## src/rtl/n_term_pkg.sv

```systemverilog
// Shared widths, strobe index and TX state encoding for the
// north-edge terminal stream bridge.
package n_term_pkg;

  localparam int WIRE4_W    = 16;
  localparam int WIRE1_W    = 4;
  localparam int STROBE_BIT = 0;

  typedef enum logic [1:0] {
    IDLE,
    DRIVE,
    GAP
  } tx_state_t;

endpackage

```

## src/rtl/n_term_fifo.sv

```systemverilog
// Synchronous show-ahead FIFO; occupancy counter drives full/empty.
// Storage is cleared on reset so the head reads 0 when idle.
module n_term_fifo #(
  parameter int DEPTH = 4,
  parameter int WIDTH = 16
) (
  input  logic                       clk,
  input  logic                       rst,
  input  logic                       push,
  input  logic                       pop,
  input  logic [WIDTH-1:0]           din,
  output logic [WIDTH-1:0]           dout,
  output logic [$clog2(DEPTH+1)-1:0] level,
  output logic                       full,
  output logic                       empty
);

  localparam int PW = $clog2(DEPTH);
  localparam int LW = $clog2(DEPTH+1);

  logic [WIDTH-1:0] mem [DEPTH];
  logic [PW-1:0]    wr_q;
  logic [PW-1:0]    rd_q;
  logic [LW-1:0]    level_q;

  always_ff @(posedge clk) begin
    if (rst) begin
      for (int i = 0; i < DEPTH; i++) begin
        mem[i] <= '0;
      end
      wr_q    <= '0;
      rd_q    <= '0;
      level_q <= '0;
    end else begin
      if (push) begin
        mem[wr_q] <= din;
        wr_q      <= wr_q + PW'(1);
      end
      if (pop) begin
        rd_q <= rd_q + PW'(1);
      end
      unique case ({push, pop})
        2'b10:   level_q <= level_q + LW'(1);
        2'b01:   level_q <= level_q - LW'(1);
        default: level_q <= level_q;
      endcase
    end
  end

  assign dout  = mem[rd_q];
  assign level = level_q;
  assign full  = (level_q == LW'(DEPTH));
  assign empty = (level_q == '0);

endmodule

```

## src/rtl/n_term_stream_bridge.sv

```systemverilog
// North-edge terminal: N4 strobed words into an RX FIFO, TX words
// launched on S4BEG with a one-cycle strobe and a guard gap.
module n_term_stream_bridge
  import n_term_pkg::*;
#(
  parameter int DEPTH      = 4,
  parameter int GAP_CYCLES = 1
) (
  input  logic                       UserCLK,
  input  logic                       reset,
  input  logic [WIRE4_W-1:0]         N4END,
  input  logic [WIRE1_W-1:0]         N1END,
  output logic [WIRE4_W-1:0]         rx_data,
  output logic                       rx_valid,
  input  logic                       rx_ready,
  output logic [$clog2(DEPTH+1)-1:0] rx_level,
  output logic                       rx_overflow,
  input  logic [WIRE4_W-1:0]         tx_data,
  input  logic                       tx_valid,
  output logic                       tx_ready,
  output logic [WIRE4_W-1:0]         S4BEG,
  output logic [WIRE1_W-1:0]         S1BEG
);

  localparam logic [2:0] GAP_LOAD =
    3'(GAP_CYCLES > 0 ? GAP_CYCLES - 1 : 0);

  logic strobe;
  logic full;
  logic empty;
  logic push;
  logic pop;
  logic ovf_q;

  assign strobe = N1END[STROBE_BIT];
  assign pop    = ~empty & rx_ready;
  assign push   = strobe & (~full | pop);

  n_term_fifo #(
    .DEPTH (DEPTH),
    .WIDTH (WIRE4_W)
  ) u_fifo (
    .clk   (UserCLK),
    .rst   (reset),
    .push  (push),
    .pop   (pop),
    .din   (N4END),
    .dout  (rx_data),
    .level (rx_level),
    .full  (full),
    .empty (empty)
  );

  assign rx_valid    = ~empty;
  assign rx_overflow = ovf_q;

  always_ff @(posedge UserCLK) begin
    if (reset) begin
      ovf_q <= 1'b0;
    end else if (strobe & full & ~pop) begin
      ovf_q <= 1'b1;
    end
  end

  tx_state_t        state_q;
  tx_state_t        state_d;
  logic [2:0]       gap_q;
  logic [2:0]       gap_d;
  logic             rdy_q;
  logic             stb_q;
  logic [WIRE4_W-1:0] s4_q;

  always_comb begin
    state_d = state_q;
    gap_d   = gap_q;
    unique case (state_q)
      IDLE: begin
        if (tx_valid & rdy_q) state_d = DRIVE;
      end
      DRIVE: begin
        if (GAP_CYCLES > 0) begin
          state_d = GAP;
          gap_d   = GAP_LOAD;
        end else begin
          state_d = IDLE;
        end
      end
      GAP: begin
        if (gap_q == 3'd0) state_d = IDLE;
        else               gap_d   = gap_q - 3'd1;
      end
      default: state_d = IDLE;
    endcase
  end

  // Outputs are registered from the next state so S4BEG/S1BEG/tx_ready
  // come straight from flops.
  always_ff @(posedge UserCLK) begin
    if (reset) begin
      state_q <= IDLE;
      gap_q   <= 3'd0;
      rdy_q   <= 1'b0;
      stb_q   <= 1'b0;
      s4_q    <= '0;
    end else begin
      state_q <= state_d;
      gap_q   <= gap_d;
      rdy_q   <= (state_d == IDLE);
      stb_q   <= (state_d == DRIVE);
      s4_q    <= (state_d == DRIVE) ? tx_data : '0;
    end
  end

  always_comb begin
    S1BEG             = '0;
    S1BEG[STROBE_BIT] = stb_q;
  end

  assign S4BEG    = s4_q;
  assign tx_ready = rdy_q;

endmodule

```

## config.mk

```make
export PLATFORM = sky130hd
export DESIGN_NAME = n_term_stream_bridge
export DESIGN_NICKNAME = d
export VERILOG_FILES = /design/src/rtl/n_term_pkg.sv /design/src/rtl/n_term_fifo.sv /design/src/rtl/n_term_stream_bridge.sv
export SDC_FILE = /design/constraint.sdc
export NUM_CORES = 1
export LEC_CHECK = 0
export BUFFER_PORTS_ARGS = -buffer_cell sky130_fd_sc_hd__buf_2
export CAP_MARGIN = 10
export CORE_AREA = 3 3 131 82
export DETAILED_ROUTE_END_ITERATION = 10
export DIE_AREA = 0 0 134 85
export PLACE_DENSITY_LB_ADDON = 0.25
export SYNTH_ARGS = -nofsm -noshare
export SYNTH_HDL_FRONTEND = slang
export SYNTH_HIERARCHICAL = 1
export SYNTH_SLANG_ARGS = --single-unit
```

## constraint.sdc

```tcl
create_clock -name UserCLK -period 5 [get_ports UserCLK]
set_input_delay 0.75 -clock UserCLK [delete_from_list [all_inputs] [get_ports UserCLK]]
set_output_delay 0.75 -clock UserCLK [all_outputs]
set_load 0.05 [all_outputs]
```

==> results.yml <==
outcome:
  status: "finished, final reports clean"
layout:
  layoutNonFillerInstCount: 496
  n_antenna_cell: 0
  nFillCells: 879
  area_growth_pct: 18.0
  drive_gt1_share_pct: 32.7
  utilization_pct: 50.1
  nets: 401
synthesis:
  syn_inst: 282
  synth_flop_cell: "edfxtp_1"
  synth_edf_count: 64
  synth_warnings: 6
  synth_async_sr_flop_share_pct: 0
  synth_top_area_share_pct: 46.6
  synth_most_common_cell: "and2_1"
  yosys-top-cells-area: "edfxtp_1 (47%), dfxtp_1 (16%), and2_1 (10%)"
  ys_ff_latch: 97
  syn_avg_cell_area_sq_um: 14.6
  ys_seq_area_share_pct: 62.7
  synth_area_sq_mm: 0.00412
  yosysTopAreaCell: "edfxtp_1"
  synth_cell_types: 42
  synthTopCellsByCount: "and2_1 (67), edfxtp_1 (64), dfxtp_1 (33)"
power:
  p_leak_nw: 2.00
  peakVddDrop_v: 0.000414
  p_total_mw: 2.36
  power_density_mw_per_mm2: 485
sta:
  rsz0062_at_grt: "no"
  fmax_ghz: 0.332
  finalSetupViolations: 0
  fin_crit_sh_pct: 60.2
  fin_setup_tns_ps: 0
  hold_viol: 0
  fin_skew_ps: 5.89
  max-slew-margin-rel_pct: 29.8
  whs_ps: 472
  period_needed_ps: 3010
  maxSlewViolCount: 0
  worst_slew_pin_slew_ps: 1050
die:
  ios: 82
  die_w_um: 134
  core_sq_mm: 0.00970
  die_area_sq_mm: 0.0114
  row_count: 28
  initial_core_util_pct: 42.5
  die-height_um: 85
clock_network:
  cts_setup_buffers: 0
  htreeDepth: 3
  cts_tree: "done"
  cts_root_buffer: "clkbuf_16"
  cts-hold-fix-buffers: 0
  numCtsBuffers: 9
  cts.repair.resized: 0
  clk_pin_slew_worst_paths_ps: 60
  cts_sinks: 97
  clockBufferDepth: 2
  worstSkewPairLatency_ps: 330
route:
  first_pass_iters: 4
  vias: 2362
  ant_nets: 0
  post_drt_wl_per_cell_um: 16.3
  drc: 0
  via_per_inst: 4.76
  routed_wl_um: 8070
  dr.first_iter.drc_count: 78
setup_path:
  crit_required_ps: 4250
  worst_setup_path_start_kind: "flip-flop"
  crit_path_end_kind: "output port"
  slowest_stage: "dfxtp_1"
  slowest_delay_ps: 1010
  crit_buf_inv: 1
  path_class: "reg2out"
  critPathTopFamily: "flip-flops"
  arrival_ps: 2260
  cp_max_fo: 16
  path_cells: "mux4_1, buf_2"
grt:
  grt_usage_pct: 14.8
  grt_pass1_vias: 2449
  grt_antenna_before_repair: 1
  overflow: 0
  grt_pass1_wl_um: 12700
  grt_start_max_net_pins: 25
place:
  place_congestion: 0.731
  io_buffers: 75
  dp_hpwl_um: 5180
  place_inst: 481
worst_hold_path:
  hold_class: "reg2reg"
run:
  maxCapViolations: 0
-- flip-flops by register name, indices dropped and copies added (netlist names), 2 cells and up, named ones only --
name / cells
u_fifo/level: 3
u_fifo/mem: 64
u_fifo/rd_q: 2
state_q: 2
u_fifo/wr_q: 2
gap_q: 3
S4BEG: 16
-- through the flow --
stage / instance area (sq um) / worst slack [ps]
2_1_floorplan: 4130 / 2050
3_3_place_gp: 4580 / 2060
3_5_place_dp: 4580 / 2050
4_1_cts: 4860 / 1930
5_1_grt: 4860 / 1820
6_report: 4860 / 1990
-- cell type report --
type	instances	area (sq um)	share of cell area, %
Inverter	9	33.8	0.695
Sequential cell	97	2580	53.1
Clock buffer	12	236	4.86
Tap cell	135	169	3.47
Timing Repair Buffer	78	398	8.18
Clock inverter	3	42.5	0.875
Multi-Input combinational cell	162	1400	28.8
-- routing by layer --
layer	routed length (um)	up-vias	global-route usage, %
li1	-	1141	-
met1	3740	1133	19.1
met2	3640	77	23.8
met3	612	9	5.63
met4	65	2	3.92
met5	7	-	0
-- worst register-to-register path, cell delays in order (launching register included) --
cell and delay, ps:
dfxtp_1 390, nor3_1 90, nand2b_1 200, a21boi_0 650, nand2b_2 210, o21bai_1 470
buf_4 330
-- power by group --
group,switching (mW),internal [mW]
clock network,0.271,0.385
logic,0.454,0.218
registers,0.0788,0.953
total,0.803,1.56
-- cells by family (layout without fill, tap and decap cells) --
| family | after synthesis | in the layout | share of synthesized area (%) |
|---|---|---|---|
| buf+inv | 25 | 102 | 3.52 |
| compound gates | 18 | 18 | 2.94 |
| fa+ha+maj | 4 | 4 | 1.40 |
| mux | 16 | 16 | 9.65 |
| xor+xnor | 6 | 6 | 1.28 |
| other cells | 1 | 3 | 0.0910 |
| simple gates | 115 | 115 | 18.5 |
| flops | 97 | 97 | 62.7 |
-- cells in the final DEF (no fill, tap or decap), types with 2 or more instances in the layout --
| cell type | Yosys | final |
|---|---|---|
| a21oi_1 | 5 | 5 |
| and2_1 | 67 | 67 |
| and2_2 | 13 | 13 |
| buf_2 | 3 | 75 |
| buf_4 | 4 | 3 |
| clkbuf_1 | 3 | 3 |
| clkbuf_16 | 0 | 9 |
| conb_1 | 1 | 3 |
| dfxtp_1 | 33 | 33 |
| edfxtp_1 | 64 | 64 |
| ha_1 | 3 | 3 |
| inv_1 | 9 | 9 |
| mux4_1 | 10 | 10 |
| mux4_2 | 6 | 6 |
| nand2_1 | 4 | 4 |
| nand2b_1 | 2 | 2 |
| nor2_1 | 12 | 12 |
| nor3_1 | 2 | 2 |
| nor3_4 | 2 | 2 |
| o211ai_1 | 3 | 3 |
| o21bai_1 | 4 | 4 |
| or3_1 | 3 | 3 |
| xnor2_1 | 2 | 2 |
| xor2_1 | 4 | 4 |
-- path summary, 6_finish.rpt --
check / depth (start not counted) / slack (ps) / to / from
max: 2 / 1990 / rx_data[11] / flip-flop
min: 2 / 470 / rx_overflow$_SDFFE_PP0P_ / rx_overflow$_SDFFE_PP0P_
max reg2reg: 6 / 2360 / u_fifo/mem[0][2]$_SDFFCE_PN0P_ / u_fifo/level[0]$_SDFFE_PP0P_
min reg2reg: 2 / 470 / rx_overflow$_SDFFE_PP0P_ / rx_overflow$_SDFFE_PP0P_
Power figures use the tool's default switching activity.
